<file path="src/rtl/mem_access_stage.sv">
// Memory access stage: turns an execute-stage result into either a passthrough
// writeback value or an RV32I load/store on a req/gnt/rvalid data bus.
//
//   state | meaning
//   IDLE  | ready for a new execute result
//   REQ   | bus request held until the memory grants it
//   WAIT  | granted, waiting for read data or the store acknowledge
//   RESP  | one-cycle result pulse on valid_o
module mem_access_stage #(
  parameter int DWIDTH = 32,
  parameter int AWIDTH = 32
) (
  input  logic              clk,
  input  logic              rst_n,
  input  logic              valid_i,
  output logic              ready_o,
  input  logic [DWIDTH-1:0] res_i,
  input  logic [DWIDTH-1:0] rs2_i,
  input  logic [2:0]        funct3_i,
  input  logic              memren_i,
  input  logic              memwen_i,
  output logic              mem_req_o,
  output logic              mem_we_o,
  output logic [AWIDTH-1:0] mem_addr_o,
  output logic [3:0]        mem_be_o,
  output logic [DWIDTH-1:0] mem_wdata_o,
  input  logic              mem_gnt_i,
  input  logic              mem_rvalid_i,
  input  logic [DWIDTH-1:0] mem_rdata_i,
  output logic              valid_o,
  output logic [DWIDTH-1:0] data_o,
  output logic              err_o,
  output logic              stall_o
);

  typedef enum logic [1:0] {IDLE, REQ, WAIT, RESP} state_e;

  state_e              state_q, state_d;
  logic [AWIDTH-1:0]   addr_q;
  logic [3:0]          be_q;
  logic [DWIDTH-1:0]   wdata_q;
  logic                we_q;
  logic [1:0]          lane_q;
  logic [2:0]          f3_q;
  logic [DWIDTH-1:0]   data_q;
  logic                err_q;

  logic                accept;
  logic                is_mem;
  logic                access_err;
  logic [3:0]          be_d;
  logic [DWIDTH-1:0]   wdata_d;
  logic [DWIDTH-1:0]   load_fmt;
  logic [7:0]          rd_byte;
  logic [15:0]         rd_half;

  assign accept = valid_i && (state_q == IDLE);
  assign is_mem = memren_i || memwen_i;

  // Decode illegal accesses; funct3 only matters when a memory op is requested.
  always_comb begin
    access_err = 1'b0;
    if (is_mem) begin
      if (memren_i && memwen_i)                           access_err = 1'b1;
      if (funct3_i == 3'b011 || funct3_i == 3'b110 ||
          funct3_i == 3'b111)                             access_err = 1'b1;
      if (memwen_i && funct3_i[2])                        access_err = 1'b1;
      if (funct3_i[1:0] == 2'b01 && res_i[0])             access_err = 1'b1;
      if (funct3_i[1:0] == 2'b10 && res_i[1:0] != 2'b00)  access_err = 1'b1;
    end
  end

  // Byte enables and lane-replicated store data for the accepted access.
  always_comb begin
    be_d    = 4'b1111;
    wdata_d = rs2_i;
    case (funct3_i[1:0])
      2'b00: begin
        be_d    = 4'b0001 << res_i[1:0];
        wdata_d = {4{rs2_i[7:0]}};
      end
      2'b01: begin
        be_d    = 4'b0011 << {res_i[1], 1'b0};
        wdata_d = {2{rs2_i[15:0]}};
      end
      default: begin
        be_d    = 4'b1111;
        wdata_d = rs2_i;
      end
    endcase
  end

  // Pick the addressed lane out of the read word and extend it.
  always_comb begin
    rd_byte  = mem_rdata_i[7:0];
    rd_half  = mem_rdata_i[15:0];
    load_fmt = mem_rdata_i;
    case (lane_q)
      2'b01:   rd_byte = mem_rdata_i[15:8];
      2'b10:   rd_byte = mem_rdata_i[23:16];
      2'b11:   rd_byte = mem_rdata_i[31:24];
      default: rd_byte = mem_rdata_i[7:0];
    endcase
    if (lane_q[1]) rd_half = mem_rdata_i[31:16];
    case (f3_q)
      3'b000:  load_fmt = {{24{rd_byte[7]}}, rd_byte};
      3'b100:  load_fmt = {24'h0, rd_byte};
      3'b001:  load_fmt = {{16{rd_half[15]}}, rd_half};
      3'b101:  load_fmt = {16'h0, rd_half};
      default: load_fmt = mem_rdata_i;
    endcase
  end

  // Next-state logic.
  always_comb begin
    state_d = state_q;
    case (state_q)
      IDLE: begin
        if (valid_i) begin
          if (is_mem && !access_err) state_d = REQ;
          else                       state_d = RESP;
        end
      end
      REQ:     if (mem_gnt_i)    state_d = WAIT;
      WAIT:    if (mem_rvalid_i) state_d = RESP;
      RESP:    state_d = IDLE;
      default: state_d = IDLE;
    endcase
  end

  // State register; reset abandons any outstanding bus transaction.
  always_ff @(posedge clk or negedge rst_n) begin
    if (!rst_n) state_q <= IDLE;
    else        state_q <= state_d;
  end

  // Access and result registers; bus fields only change on a legal memory accept.
  always_ff @(posedge clk or negedge rst_n) begin
    if (!rst_n) begin
      addr_q  <= '0;
      be_q    <= '0;
      wdata_q <= '0;
      we_q    <= 1'b0;
      lane_q  <= '0;
      f3_q    <= '0;
      data_q  <= '0;
      err_q   <= 1'b0;
    end else if (accept) begin
      if (!is_mem) begin
        data_q <= res_i;
        err_q  <= 1'b0;
      end else if (access_err) begin
        data_q <= '0;
        err_q  <= 1'b1;
      end else begin
        addr_q  <= {res_i[AWIDTH-1:2], 2'b00};
        be_q    <= be_d;
        wdata_q <= wdata_d;
        we_q    <= memwen_i;
        lane_q  <= res_i[1:0];
        f3_q    <= funct3_i;
        data_q  <= '0;
        err_q   <= 1'b0;
      end
    end else if (state_q == WAIT && mem_rvalid_i) begin
      data_q <= we_q ? '0 : load_fmt;
    end
  end

  assign ready_o     = (state_q == IDLE);
  assign stall_o     = ~ready_o;
  assign mem_req_o   = (state_q == REQ);
  assign mem_we_o    = we_q && (state_q == REQ);
  assign mem_addr_o  = addr_q;
  assign mem_be_o    = be_q;
  assign mem_wdata_o = wdata_q;
  assign valid_o     = (state_q == RESP);
  assign data_o      = data_q;
  assign err_o       = err_q && (state_q == RESP);

endmodule
</file>
<file path="config.mk">
export PLATFORM = sky130hd
export DESIGN_NAME = mem_access_stage
export DESIGN_NICKNAME = d
export VERILOG_FILES = /design/src/rtl/mem_access_stage.sv
export SDC_FILE = /design/constraint.sdc
export NUM_CORES = 1
export LEC_CHECK = 0
export ABC_AREA = 1
export CORE_MARGIN = 4
export CORE_UTILIZATION = 25
export DETAILED_ROUTE_END_ITERATION = 10
export GPL_ROUTABILITY_DRIVEN = 0
export GPL_TIMING_DRIVEN = 0
export HOLD_SLACK_MARGIN = 0.08
export PLACE_DENSITY_LB_ADDON = 0.2
export SLEW_MARGIN = 40
export SYNTH_ARGS = -nofsm -noshare
export SYNTH_HDL_FRONTEND = slang
export SYNTH_SLANG_ARGS = --single-unit
</file>
<file path="constraint.sdc">
create_clock -name clk -period 3.6 [get_ports clk]
set_input_delay 0.36 -clock clk [delete_from_list [all_inputs] [get_ports clk]]
set_output_delay 0.36 -clock clk [all_outputs]
set_load 0.02 [all_outputs]
</file>
### Word-level counts from Yosys, hierarchy flattened

Cells that the tools add are included.

* flip-flop bits (word level): 107
* output and inout port bits: 106
* word-level logic and storage cells: 72

* equality and inequality tests: 17
* shifts and indexed selects: 2
* mux-type cells: 22
* bitwise gates (word level): 2
* reductions and logical operators: 20

Operators by type and width (number)
* $mux W32: 4
* $pmux W32 S4: 1
* $pmux W32 S2: 1
* $pmux W8 S3: 1
* $mux W16: 1
* $eq A3 B3 Y1 const B: 4
* $eq A2 B2 Y1 const B: 5
* $logic_and A1 B1 Y1: 9
* $mux W1: 8
* $mux W2: 4
* $pmux W2 S4: 1
* $pmux W4 S2: 1
* $eq A2 B1 Y1 const B: 3
* $reduce_and A3 Y1: 2
* $logic_not A2 Y1: 2
* $ne A2 B2 Y1 const B: 2
* $reduce_bool A2 Y1: 2
* $shl A1 B2 Y4 const A: 1
* $shl A2 B2 Y4 const A: 1
* $eq A3 B1 Y1 const B: 1
* $eq A3 B2 Y1 const B: 1
* $logic_not A3 Y1: 1
* $logic_or A1 B1 Y1: 3
* $ne A2 B1 Y1 const B: 1
* 2 further kinds: 3

### Longest topological paths before layout

* word-level depth: 13
* depth in mapped cells: 10
* gate-level depth less buffers: 9

### Least setup slack after synthesis

No wires, ideal clock.

* kind: flip-flop to flip-flop
* start point: register state_q[0]
* end point: register addr_q[16] (netlist: mem_addr_o[16])
* arrival time: 1.669 ns
* data required time: 3.466 ns
* slack: 1.797 ns
* stages on the path, launching flop included: 10
* clock period less this slack: 1.803 ns
* cells stage by stage: dfrtp_1 -> inv_1 -> ha_1 -> nand2_2 -> nor2_2 -> nand3_4 -> buf_6 -> buf_6 -> nand2_1 -> o21ai_0

* cells in the longest elaborated chain, start to end: 3

Ends and longest elaborated chain
* start, declared: RTL line 38 `state_e state_q, state_d;`
* start signal, assigned: RTL line 134 `else state_q <= state_d;`
* $logic_not A2 Y1
* named net ready_o: RTL line 16 `output logic ready_o,`
* $logic_and A1 B1 Y1: RTL line 57 `assign accept = valid_i && (state_q == IDLE);`
* $reduce_and A3 Y1 (no line)
* end signal, assigned: RTL line 156 `addr_q <= {res_i[AWIDTH-1:2], 2'b00};`
* end, declared: RTL line 39 `logic [AWIDTH-1:0] addr_q;`

The timed path passes the listed nets, and every way through them passes these cells.
A chain may end at the register's enable or synchronous reset.

### Worst setup path after layout

* start point: register state_q[0]
* end point: output stall_o

* cells in the longest elaborated chain, start to end: 2

Ends and longest elaborated chain
* $logic_not A2 Y1: RTL line 170 `assign ready_o = (state_q == IDLE);`
* $not A1 Y1: RTL line 171 `assign stall_o = ~ready_o;`
* end, declared: RTL line 33 `output logic stall_o`

No other way between the ends.

==> results.cfg <==
[setup_path]
crit_chain = inv_1 -> ha_1 -> inv_1 -> clkdlybuf4s50_1
crit_top_cell = inv_1
end_kind = output pin
path_delay_family = buffers and inverters
crit_buf_inv = 3
worstSetupStartpointType = flop
slowest_delay_ns = 0.60
path_max_fanout = 6
critical_path_class = reg2out
slowest_stage = clkdlybuf4s50_1
required_ns = 3.24
arrival_ns = 1.80

[yosys]
synth-seq-cells = 107
avgSynthCellArea_um2 = 7.527
syn_inst = 745
synthXorXnorAreaFrac_pct = 0
yosysMostFrequentCell = nand2_1
synthAdderAreaFrac_pct = 0.8925
synth_cell_types = 30
yosys.area.top_type_share_pct = 47.75
synth_compound_area_share_pct = 18.16
netlist_area_mm2 = 0.005608
async_flop_share_pct = 100.0
synth_warnings = 0
synth_simple_gate_area_share_pct = 22.74
muxShareOfSynthArea_pct = 0
ys_seq_area_share_pct = 47.75
synth.area.top_cells = dfrtp_1 48%, nand2_1 13%, a21oi_1 6.8%
synthFlopType = dfrtp_1
synth-edff-count = 0
synth_common_cells = 193 x nand2_1, 107 x dfrtp_1, 91 x nor2_1, 81 x inv_1, 76 x a21oi_1
yosys.area.top_type = dfrtp_1
synth_top_family_by_area = simple AND/OR/NAND/NOR gates

[cts]
clk_pin_slew_worst_paths_ns = 0.08
postCtsSetupRepairBufs = 0
h-tree-depth = 3
root_buffer = clkbuf_16
cts_num_sinks = 107
cts_buffers = 9
clk_latency_ns = 0.36
tritoncts = done
clock_path_buffers = 2

[floorplan]
die_h_um = 157.8
initial_core_util_pct = 25.54
boundaryPins = 212
core_mm2 = 0.02196
die_x_um = 157.8
dieArea_mm2 = 0.02489
fp-row-count = 54

[cells_and_area]
n_antenna_cell = 0
syn_to_final_growth_pct = 50.38
fin_util_pct = 38.40
drive_gt1_share_pct = 7.407
nNetsFinal = 1077
final_area_mm2 = 0.008433

[power_and_ir_drop]
p_switching_uw = 3280
p_leak_uw = 0.003981
ir_drop_uv = 412.8
clkPwrFrac_pct = 15.8
power.internal_uw = 4293
p_per_area_mw_per_mm2 = 898.0
switching_share_pct = 43.31
power_frac_comb_pct = 55.9
power.share.sequential_pct = 28.4
p_total_uw = 7573

[sta]
relSlewSlack_pct = 52.35
max_clock_freq_mhz = 461.9
rsz0062_at_grt = no
post-route-period-util_pct = 60.13
whs_ns = 0.3626
finalSetupTns_ns = 0
layout_min_cycle_time_ns = 2.165
worstMarginPinSlew_ns = 0.7148
fin_skew_ns = 0.01037
final-setup-viol-count = 0
slew_violations = 0
hold_viol = 0

[min_path]
hold_path_class = in2reg

[placed_design]
hpwl_mm = 16.12
dpl_cell_area_mm2 = 0.008077
io_buffers = 208

[run]
drv_cap = 0

[route]
wl_per_cell_um = 16.78
drt-pass1-iter-count = 4
vias_per_cell = 4.406
drt_iter0_drc = 231
vias = 5516
drc = 0
routed_wl_mm = 21.00
drtAntennaViolNets = 0

[global_route]
track_usage_pct = 16.72
antenna_found_initial = 0
grt_start_max_net_pins = 68
grt_pass1_wl_mm = 32.17
gr-total-overflow = 0
grt_pass1_vias = 5653

[run_status]
outcome = finished, final reports clean
==> final timing paths <==
| check | depth (start not counted) | end | slack (ns) | start |
|---|---|---|---|---|
| max reg2reg | 8 | data_o[26] | 1.49 | state_q[0] |
| min in group asynchronous | 2 | mem_addr_o[26] | 0.47 | rst_n |
| min reg2reg | 2 | mem_addr_o[30] | 0.48 | mem_addr_o[30] |
| min | 3 | f3_q[0] | 0.36 | funct3_i[0] |
| max | 4 | stall_o | 1.44 | state_q[0] |
| max in group asynchronous | 3 | mem_wdata_o[29] | 2.45 | rst_n |
==> cell type report <==
type                            count  area, um2
Buffer                             39      250.2
Tap cell                          280      350.3
Multi-Input combinational cell    512       2351
Inverter                           88      332.8
Clock buffer                        9      225.2
Sequential cell                   107       2678
Fill cell                        2325      13530
Clock inverter                      7      121.4
Timing Repair Buffer              210       2125
==> sequential cells by signal, summed over array words and instances (netlist names) <==
register and count:
data_o 32, err_q 1, f3_q 3, lane_q 2
mem_addr_o 30, mem_be_o 4, mem_wdata_o 32, state_q 2
we_q 1
==> timing repair <==
action | 4_1_cts | 5_1_grt
hold buffers | 1 | 0
resized for setup | 0 | 0
endpoints found under the hold margin | 40 | 0
==> worst register-to-register path: cells and delay by family, from the launching register on <==
kind,cells,cell delay [ns]
compound gates,3,0.72
fa+ha+maj,1,0.20
buf+inv,4,0.66
flops,1,0.41
==> cell families after synthesis <==
group                      Yosys count
and+or+nand+nor                    315
AOI/OAI and AO/OA                  191
buffers and inverters              127
DFF                                107
adders and majority gates            4
other                                1
==> power groups by stage <==
| stage | clock network [uW] | registers, uW | logic [uW] |
|---|---|---|---|
| 6_report | 1190 | 2150 | 4230 |
| 5_1_grt | 1280 | 2230 | 4680 |
| 4_1_cts | 1230 | 2150 | 4310 |
| 3_5_place_dp | 0 | 2160 | 4290 |
| 3_3_place_gp | 0 | 2160 | 4270 |
| 2_1_floorplan | 0 | 2790 | 1740 |
==> metrics by stage <==
step / std cells / setup slack [ns]
floorplan: 746 / 1.797
global placement: 1234 / -2.409
detailed placement: 1235 / 1.223
CTS: 1252 / 1.406
global route: 1252 / 1.275
finish: 1252 / 1.435
==> layout by cell type, fill, tap and decap left out, types with 4 or more instances in the layout <==
cell and instances:
o21ai_1 30, inv_1 81, ha_1 4, nor2_1 91
buf_2 11, buf_4 5, buf_6 8, o21ai_0 67
nand2_1 193, clkbuf_16 9, dfrtp_1 107, nand3_1 21
a21oi_1 76, a21oi_2 11, clkdlybuf4s50_1 207, inv_2 5
clkbuf_1 12
==> layer usage <==
metal	wire length, um	track usage, %
met5	0	0
met2	9516	26.79
met4	283	3.974
met1	9473	22.03
met3	1731	5.385
Note: power is estimated with default switching activity, not from simulation.
